**src/rtl/bcd_updown_counter_n_pkg.sv**
```systemverilog
// bcd_pkg: shared BCD constants, command encoding and digit helpers.
// Used by the counter, its digit cell and neighbouring display/control blocks.
// Ports: none (package).
package bcd_pkg;

  localparam logic [3:0] BCD_MAX  = 4'd9;
  localparam logic [3:0] BCD_ZERO = 4'd0;

  // One-hot command set {inc, dec, set9, set0}, encoded for the digit cells.
  localparam logic [1:0] CMD_INC  = 2'd0;
  localparam logic [1:0] CMD_DEC  = 2'd1;
  localparam logic [1:0] CMD_SET9 = 2'd2;
  localparam logic [1:0] CMD_SET0 = 2'd3;

  // True when a nibble is a legal decimal digit.
  function automatic logic bcd_is_valid(input logic [3:0] d);
    return (d <= BCD_MAX);
  endfunction

  // Non-BCD nibbles (A..F) are pinned to 9 so the register can never hold them.
  function automatic logic [3:0] bcd_clamp(input logic [3:0] d);
    logic [3:0] r;
    if (bcd_is_valid(d)) begin
      r = d;
    end else begin
      r = BCD_MAX;
    end
    return r;
  endfunction

endpackage

```
**src/rtl/bcd_updown_counter_n_digit_cell.sv**
```systemverilog
// bcd_digit_cell: combinational next-state of one decimal digit.
// Ports:
//   digit_i  current digit (0..9)
//   ci_i     carry in  (increment this digit)
//   bi_i     borrow in (decrement this digit)
//   cmd_i    command code from bcd_pkg
//   digit_o  next digit
//   co_o     carry out  (digit wrapped 9 -> 0 on increment)
//   bo_o     borrow out (digit wrapped 0 -> 9 on decrement)
module bcd_digit_cell
  import bcd_pkg::*;
(
  input  logic [3:0] digit_i,
  input  logic       ci_i,
  input  logic       bi_i,
  input  logic [1:0] cmd_i,
  output logic [3:0] digit_o,
  output logic       co_o,
  output logic       bo_o
);

  // Per-digit increment/decrement/force with ripple carry and borrow.
  always_comb begin
    digit_o = digit_i;
    co_o    = 1'b0;
    bo_o    = 1'b0;
    case (cmd_i)
      CMD_INC: begin
        if (!ci_i) begin
          digit_o = digit_i;
        end else if (digit_i >= BCD_MAX) begin
          digit_o = BCD_ZERO;
          co_o    = 1'b1;
        end else begin
          digit_o = digit_i + 4'd1;
        end
      end
      CMD_DEC: begin
        if (!bi_i) begin
          digit_o = digit_i;
        end else if (digit_i == BCD_ZERO) begin
          digit_o = BCD_MAX;
          bo_o    = 1'b1;
        end else begin
          digit_o = digit_i - 4'd1;
        end
      end
      CMD_SET9: digit_o = BCD_MAX;
      CMD_SET0: digit_o = BCD_ZERO;
      default:  digit_o = digit_i;
    endcase
  end

endmodule

```
**src/rtl/bcd_updown_counter_n.sv**
```systemverilog
// bcd_updown_counter_n: NDIGITS-digit BCD up/down counter with parallel load,
// wrap or saturate at the boundaries, and one-cycle carry/borrow/load-error pulses.
// Ports:
//   clk, rst_n        clock (rising edge), asynchronous active-low reset
//   inc, dec          count up / down by one
//   set9, set0        force all digits to 9 / 0
//   load, load_val    parallel load (highest priority); digit 0 in load_val[3:0]
//   value             registered count, digit 0 least significant
//   cout, bout        pulse: increment from all-9s / decrement from all-0s
//   load_err          pulse: load_val held a non-BCD digit (loaded as 9)
module bcd_updown_counter_n
  import bcd_pkg::*;
#(
  parameter int NDIGITS  = 2,
  parameter bit SATURATE = 1'b0
) (
  input  logic                 clk,
  input  logic                 rst_n,
  input  logic                 inc,
  input  logic                 dec,
  input  logic                 set9,
  input  logic                 set0,
  input  logic                 load,
  input  logic [4*NDIGITS-1:0] load_val,
  output logic [4*NDIGITS-1:0] value,
  output logic                 cout,
  output logic                 bout,
  output logic                 load_err
);

  localparam int W = 4 * NDIGITS;

  logic [W-1:0]     value_q, value_d;
  logic             cout_q, cout_d;
  logic             bout_q, bout_d;
  logic             load_err_q, load_err_d;

  logic [2:0]       n_act_s;
  logic             one_cmd_s;
  logic [1:0]       cmd_s;
  logic [W-1:0]     next_s;
  logic [NDIGITS:0] carry_s;
  logic [NDIGITS:0] borrow_s;
  logic [W-1:0]     load_clamped_s;
  logic             load_bad_s;

  // Exactly one of the four commands must be active for it to take effect.
  always_comb begin
    n_act_s   = {2'b00, inc} + {2'b00, dec} + {2'b00, set9} + {2'b00, set0};
    one_cmd_s = (n_act_s == 3'd1);
    if (inc) begin
      cmd_s = CMD_INC;
    end else if (dec) begin
      cmd_s = CMD_DEC;
    end else if (set9) begin
      cmd_s = CMD_SET9;
    end else begin
      cmd_s = CMD_SET0;
    end
  end

  // Digit 0 always receives the carry/borrow; the cells ripple it upward.
  assign carry_s[0]  = 1'b1;
  assign borrow_s[0] = 1'b1;

  genvar g;
  generate
    for (g = 0; g < NDIGITS; g++) begin : g_digit
      bcd_digit_cell u_cell (
        .digit_i (value_q[4*g +: 4]),
        .ci_i    (carry_s[g]),
        .bi_i    (borrow_s[g]),
        .cmd_i   (cmd_s),
        .digit_o (next_s[4*g +: 4]),
        .co_o    (carry_s[g+1]),
        .bo_o    (borrow_s[g+1])
      );
    end
  endgenerate

  // Clamp each load digit into 0..9 and flag any that needed clamping.
  always_comb begin
    load_clamped_s = '0;
    load_bad_s     = 1'b0;
    for (int i = 0; i < NDIGITS; i++) begin
      load_clamped_s[4*i +: 4] = bcd_clamp(load_val[4*i +: 4]);
      if (!bcd_is_valid(load_val[4*i +: 4])) begin
        load_bad_s = 1'b1;
      end else begin
        load_bad_s = load_bad_s;
      end
    end
  end

  // Next-state selection: load, then a single command, otherwise hold.
  // A carry/borrow out of the top digit means the counter sat at all-9s/all-0s.
  always_comb begin
    value_d    = value_q;
    cout_d     = 1'b0;
    bout_d     = 1'b0;
    load_err_d = 1'b0;
    if (load) begin
      value_d    = load_clamped_s;
      load_err_d = load_bad_s;
    end else if (one_cmd_s) begin
      case (cmd_s)
        CMD_INC: begin
          cout_d = carry_s[NDIGITS];
          if (SATURATE && carry_s[NDIGITS]) begin
            value_d = value_q;
          end else begin
            value_d = next_s;
          end
        end
        CMD_DEC: begin
          bout_d = borrow_s[NDIGITS];
          if (SATURATE && borrow_s[NDIGITS]) begin
            value_d = value_q;
          end else begin
            value_d = next_s;
          end
        end
        CMD_SET9: value_d = next_s;
        CMD_SET0: value_d = next_s;
        default:  value_d = value_q;
      endcase
    end else begin
      value_d = value_q;
    end
  end

  // State and pulse registers.
  always_ff @(posedge clk or negedge rst_n) begin
    if (!rst_n) begin
      value_q    <= '0;
      cout_q     <= 1'b0;
      bout_q     <= 1'b0;
      load_err_q <= 1'b0;
    end else begin
      value_q    <= value_d;
      cout_q     <= cout_d;
      bout_q     <= bout_d;
      load_err_q <= load_err_d;
    end
  end

  assign value    = value_q;
  assign cout     = cout_q;
  assign bout     = bout_q;
  assign load_err = load_err_q;

endmodule

```
**config.mk**
```make
export PLATFORM = sky130hd
export DESIGN_NAME = bcd_updown_counter_n
export DESIGN_NICKNAME = d
export VERILOG_FILES = /design/src/rtl/bcd_updown_counter_n_pkg.sv /design/src/rtl/bcd_updown_counter_n_digit_cell.sv /design/src/rtl/bcd_updown_counter_n.sv
export SDC_FILE = /design/constraint.sdc
export NUM_CORES = 1
export LEC_CHECK = 0
export ABC_AREA = 1
export BUFFER_PORTS_ARGS = -buffer_cell sky130_fd_sc_hd__buf_2
export CAP_MARGIN = 20
export CORE_ASPECT_RATIO = 1.25
export CORE_UTILIZATION = 30
export DETAILED_ROUTE_END_ITERATION = 8
export PLACE_DENSITY = 0.51
export SLEW_MARGIN = 25
export SYNTH_ARGS = -nofsm -noshare
export SYNTH_HDL_FRONTEND = slang
export SYNTH_HIERARCHICAL = 1
export SYNTH_SLANG_ARGS = --single-unit
```
**constraint.sdc**
```tcl
create_clock -name clk -period 2.42 [get_ports clk]
set_input_delay 0.242 -clock clk [delete_from_list [all_inputs] [get_ports clk]]
set_output_delay 0.242 -clock clk [all_outputs]
set_load 0.05 [all_outputs]
```
## After elaboration in Yosys (flattened, before gate mapping)

Index checks and enable logic that the tools add are counted.

- $add $sub $neg: 7
- Multiplexer cells: 33
- Magnitude comparators: 4
- Reduce and logical (&&, ||, !) cells: 6
- Eq/ne operators: 6

Operators by type and width:

| operator | number |
|---|---|
| 4-bit two-way mux | 8 |
| 8-bit two-way mux | 3 |
| 4-bit one-hot mux with 3 select lines | 2 |
| 1-bit two-way mux | 18 |
| 4-bit by 1-bit adder with 4-bit output, second input constant | 2 |
| 4-bit >= comparator, second input constant | 2 |
| 4-bit less-or-equal comparator, second input constant | 2 |
| 4-bit logical NOT | 2 |
| 4-bit by 1-bit subtractor with 4-bit output, second input constant | 2 |
| 6-bit by 1-bit inequality test with 1-bit output, second input constant | 1 |
| 2-bit == test, second input constant | 2 |
| 2-bit two-way mux | 2 |
| 4-bit by 3-bit inequality test with 1-bit output, second input constant | 1 |
| 4-bit OR reduction | 1 |
| 2-bit by 1-bit adder with 3-bit output | 1 |
| 3-bit by 1-bit adder with 3-bit output | 1 |
| 3-bit by 1-bit == test with 1-bit output, second input constant | 1 |
| 3-bit AND reduction | 1 |
| 1-bit by 1-bit adder with 2-bit output | 1 |
| 2-bit by 1-bit == test with 1-bit output, second input constant | 1 |
| 2-bit logical NOT | 1 |
| 2-bit nonzero test | 1 |

- Register bits: 11
- Word-level logic and storage cells: 61

## Depth between registers and ports, before layout

- Depth after elaboration: 10
- Depth in mapped cells: 18
- Depth with buffers taken out: 18

## Hierarchy

Netlist, hierarchy kept.

By module, submodules not included:

| module | instances | area each (um2) | seq. area each (um2) | cells an instance |
|---|---|---|---|---|
| bcd_updown_counter_n | 1 | 651.9 | 275.3 | 88 |
| bcd_digit_cell | 2 | 309.0 | 0.0 | 65 |

## Least setup slack after synthesis

OpenSTA, ideal clock, no wires.

- Kind: flip-flop to flip-flop
- Start point: register value_q[0] (netlist: value[0])
- End point: register value_q[4] (netlist: value[4])
- Cell stages (with the launch flop): 14
- Setup slack: -167 ps
- Setup time: 118 ps
- Path buffers: 0
- Arrival time: 2469 ps
- Cells stage by stage: dfrtp_1 -> inv_1 -> ha_1 -> nand2_1 -> nand3_1 -> nor3_1 -> nand2_1 -> nand2_1 -> inv_1 -> nand2_1 -> nand3_1 -> or2_2 -> nand3_1 -> nand2_1

- Longest elaborated chain between the ends: 5

RTL lines:

| item | line | source |
|---|---|---|
| start: declaration | bcd_updown_counter_n.sv:33 | `logic [W-1:0] value_q, value_d;` |
| start signal: assignment | bcd_updown_counter_n.sv:140 | `value_q <= value_d;` |
| 4-bit >= comparator | bcd_updown_counter_n_digit_cell.sv:31 | `end else if (digit_i >= BCD_MAX) begin` |
| 1-bit two-way mux | bcd_updown_counter_n_digit_cell.sv:31 |  |
| 1-bit two-way mux | bcd_updown_counter_n_digit_cell.sv:27 | `case (cmd_i)` |
| net carry_s[1] | bcd_updown_counter_n.sv:42 | `logic [NDIGITS:0] carry_s;` |
| 6-bit by 1-bit inequality test with 1-bit output (no source line) | - |  |
| 3-bit AND reduction (no source line) | - |  |

The timed path passes the listed nets, and every way through them passes these cells.
A chain may end at the register's enable or synchronous reset.

## Worst setup path in the final report

- Start point: register value_q[1] (netlist: value[1])
- End point: register value_q[4] (netlist: value[4])

Same word-level chain as after synthesis.

==> out/qor.yml <==
clocking:
  postCtsSetupRepairBufs: 0
  worst_skew_pair.late_latency_ns: 0.24
  post_cts_resized: 0
  cts_buffers: 3
  ctsRootBufferMaster: "clkbuf_8"
  htreeDepth: 1
  tritoncts: "yes"
  clk_path_buf_depth: 2
  clk_transition_reported_paths_ns: 0.05
  clkSinkCount: 11
global_route:
  met2_usage_pct: 29.2
  antenna_found_initial: 0
  grt_max_degree: 14
  met3_usage_pct: 3.09
  use_met1_pct: 19.7
  grt_usage_pct: 16.0
  busiest_layer: "met2"
  overflow: 0
  grt_pass1_wl_um: 5410
  grt_pass1_vias: 1189
placement:
  dp.final_hpwl_um: 2700
  io_buffer_count: 25
  place_congestion: 0.908
  placed_cells: 315
timing:
  tns_ns: 0
  period_share_pct: 88.7
  fmax_ghz: 0.466
  drv_slew: 0
  rsz0062_at_grt: "false"
  period_needed_ns: 2.15
  finalSetupViolations: 0
  hold_viol: 0
  finalHoldWorstSlack_ns: 0.316
  clock_skew_ns: 0.00920
layout:
  final_cells: 320
  drive_gt1_share_pct: 16.3
  n_antenna_cell: 0
  fillers: 462
  nets: 291
  synthToLayoutAreaGrowth_pct: 25.5
min_path:
  worstHoldEndpoint: "value[4]"
  hp-start: "load_val[4]"
  min_path_cells: 5
  hold_path_class: "input port to flop"
synthesis:
  synth.area.mux_share_pct: 0
  synth_top_family_by_area: "simple AND/OR/NAND/NOR gates"
  synth_edf_count: 0
  yosysSeqAreaShare_pct: 21.7
  syn_area_um2: 1270
  synth_xor_area_share_pct: 1.38
  synthFlopType: "dfrtp_1"
  synthAdderAreaFrac_pct: 11.4
  synth_compound_area_share_pct: 6.90
  yosysMostFrequentCell: "nand2_1"
  synth_common_cells: "87 x nand2_1, 33 x inv_1, 21 x nand3_1"
  ys_types: 21
  synthTopCellsByArea: "nand2_1 26%, dfrtp_1 22%, ha_1 9.9%"
  async_flop_share_pct: 100
  postSynthAreaPerCell_um2: 5.83
  synthCells: 218
  yosysTopAreaCell: "nand2_1"
  ys_warn_count: 6
  ys_ff_latch: 11
  synth_top_area_share_pct: 25.7
  synthSimpleGateAreaFrac_pct: 47.4
status:
  outcome: "complete, no violations"
drt:
  vias: 1397
  drtPass1Iterations: 4
  drtIter0Drc: 67
  via_per_inst: 4.37
  wl_per_cell_um: 10.2
  drtAntennaViolNets: 0
  drcViolationCount: 0
  wl_um: 3280
worst_setup_path:
  startpoint_type: "flop"
  arrival_ns: 2.28
  worstSetupPathType: "flop to flop"
  crit_fanout: 4
  worstReg2RegStart: "value[1]"
  reg2reg_to: "value[4]"
  end_kind: "flop"
  reg2reg_depth: 14
  required_ns: 2.55
  reg2reg_setup_slack_ns: 0.27
die:
  start_util_pct: 31.2
  rows: 26
  core_um2: 4070
  dieArea_um2: 4500
  boundaryPins: 26
  die_width_um: 60.2
  die_y_um: 74.7
pwr:
  power_density_nw_per_um2: 599
  leakage_uw: 0.000931
  ir_drop_uv: 373
job:
  drv_cap: 0
## per-layer routing
metal,vias to the layer above,wire [um]
met4,0,0
li1,763,-
met5,-,0
met3,0,108
met1,607,1470
met2,27,1700
## registers in the layout, indices dropped and copies added, names as in the netlist
register	flops
bout	1
cout	1
value	8
load_err	1
## power breakdown
part | switching (uW) | internal [uW] | leakage (uW)
registers | 44.8 | 213 | 0.000139
clock network | 69.6 | 116 | 0.0000228
logic | 350 | 161 | 0.000769
total | 464 | 490 | 0.000931
## worst max-delay path, cell delays in order (launching register included)
cell	delay, ns
dfrtp_2	0.40
inv_1	0.13
ha_1	0.17
nor2_1	0.04
nand2_1	0.07
nand3_1	0.13
nor3_1	0.26
nand2_1	0.16
nand2_1	0.10
inv_1	0.04
nand2_1	0.07
nand3_1	0.06
or2_2	0.27
nand3_1	0.08
nand2_1	0.05
## through the flow
step / utilization (%) / instance area [um2] / setup WS [ns] / total power (uW)
floorplan: - / 1320 / 0.0354 / 626
global placement: 37.8 / 1540 / 0.243 / 782
detailed placement: 37.8 / 1540 / 0.254 / 773
CTS: 39.2 / 1590 / 0.232 / 963
global route: 39.2 / 1590 / 0.0602 / 1040
finish: 39.2 / 1590 / 0.273 / 954
## cell families after synthesis
logic type,count (synthesis)
xor gates and xnor gates,2
other,1
DFF,11
and+or+nand+nor,141
buffers and inverters,35
adders and majority gates,11
AOI/OAI and AO/OA,17
## final cells by class
type,count,area (um2),area share [%]
Clock buffer,4,45.0,2.83
Inverter,34,128,8.01
Multi-Input combinational cell,184,901,56.5
Sequential cell,11,278,17.4
Tap cell,56,70.1,4.40
Timing Repair Buffer,31,173,10.8
## how the worst max path moves through the flow
stage,end,cells past startpoint,startpoint
2_1_floorplan,value[4],13,value[0]
6_report,value[4],14,value[1]
5_1_grt,value[4],13,value[0]
3_5_place_dp,value[4],13,value[0]
4_1_cts,value[4],13,value[0]
3_3_place_gp,value[4],13,value[0]
## cells in the final DEF, fill, tap and decap left out, types with 2 or more instances in the layout
| cell | n |
|---|---|
| buf_2 | 25 |
| buf_4 | 5 |
| o21ai_1 | 6 |
| nand3_1 | 21 |
| o22ai_1 | 2 |
| nand2_1 | 87 |
| nand4_1 | 5 |
| ha_1 | 10 |
| nor2_4 | 2 |
| dfrtp_1 | 9 |
| dfrtp_2 | 2 |
| nor2_1 | 18 |
| nor3_1 | 2 |
| nand2_2 | 3 |
| o21ai_0 | 8 |
| clkbuf_8 | 3 |
| xor2_1 | 2 |
| conb_1 | 13 |
| inv_1 | 33 |
| or2_2 | 2 |
## repair_timing
action                                  CTS  global route
hold buffers                              1             0
endpoints found under the setup margin    0             0
endpoints found under the hold margin    11             0
(Power assumes the default switching activity.)
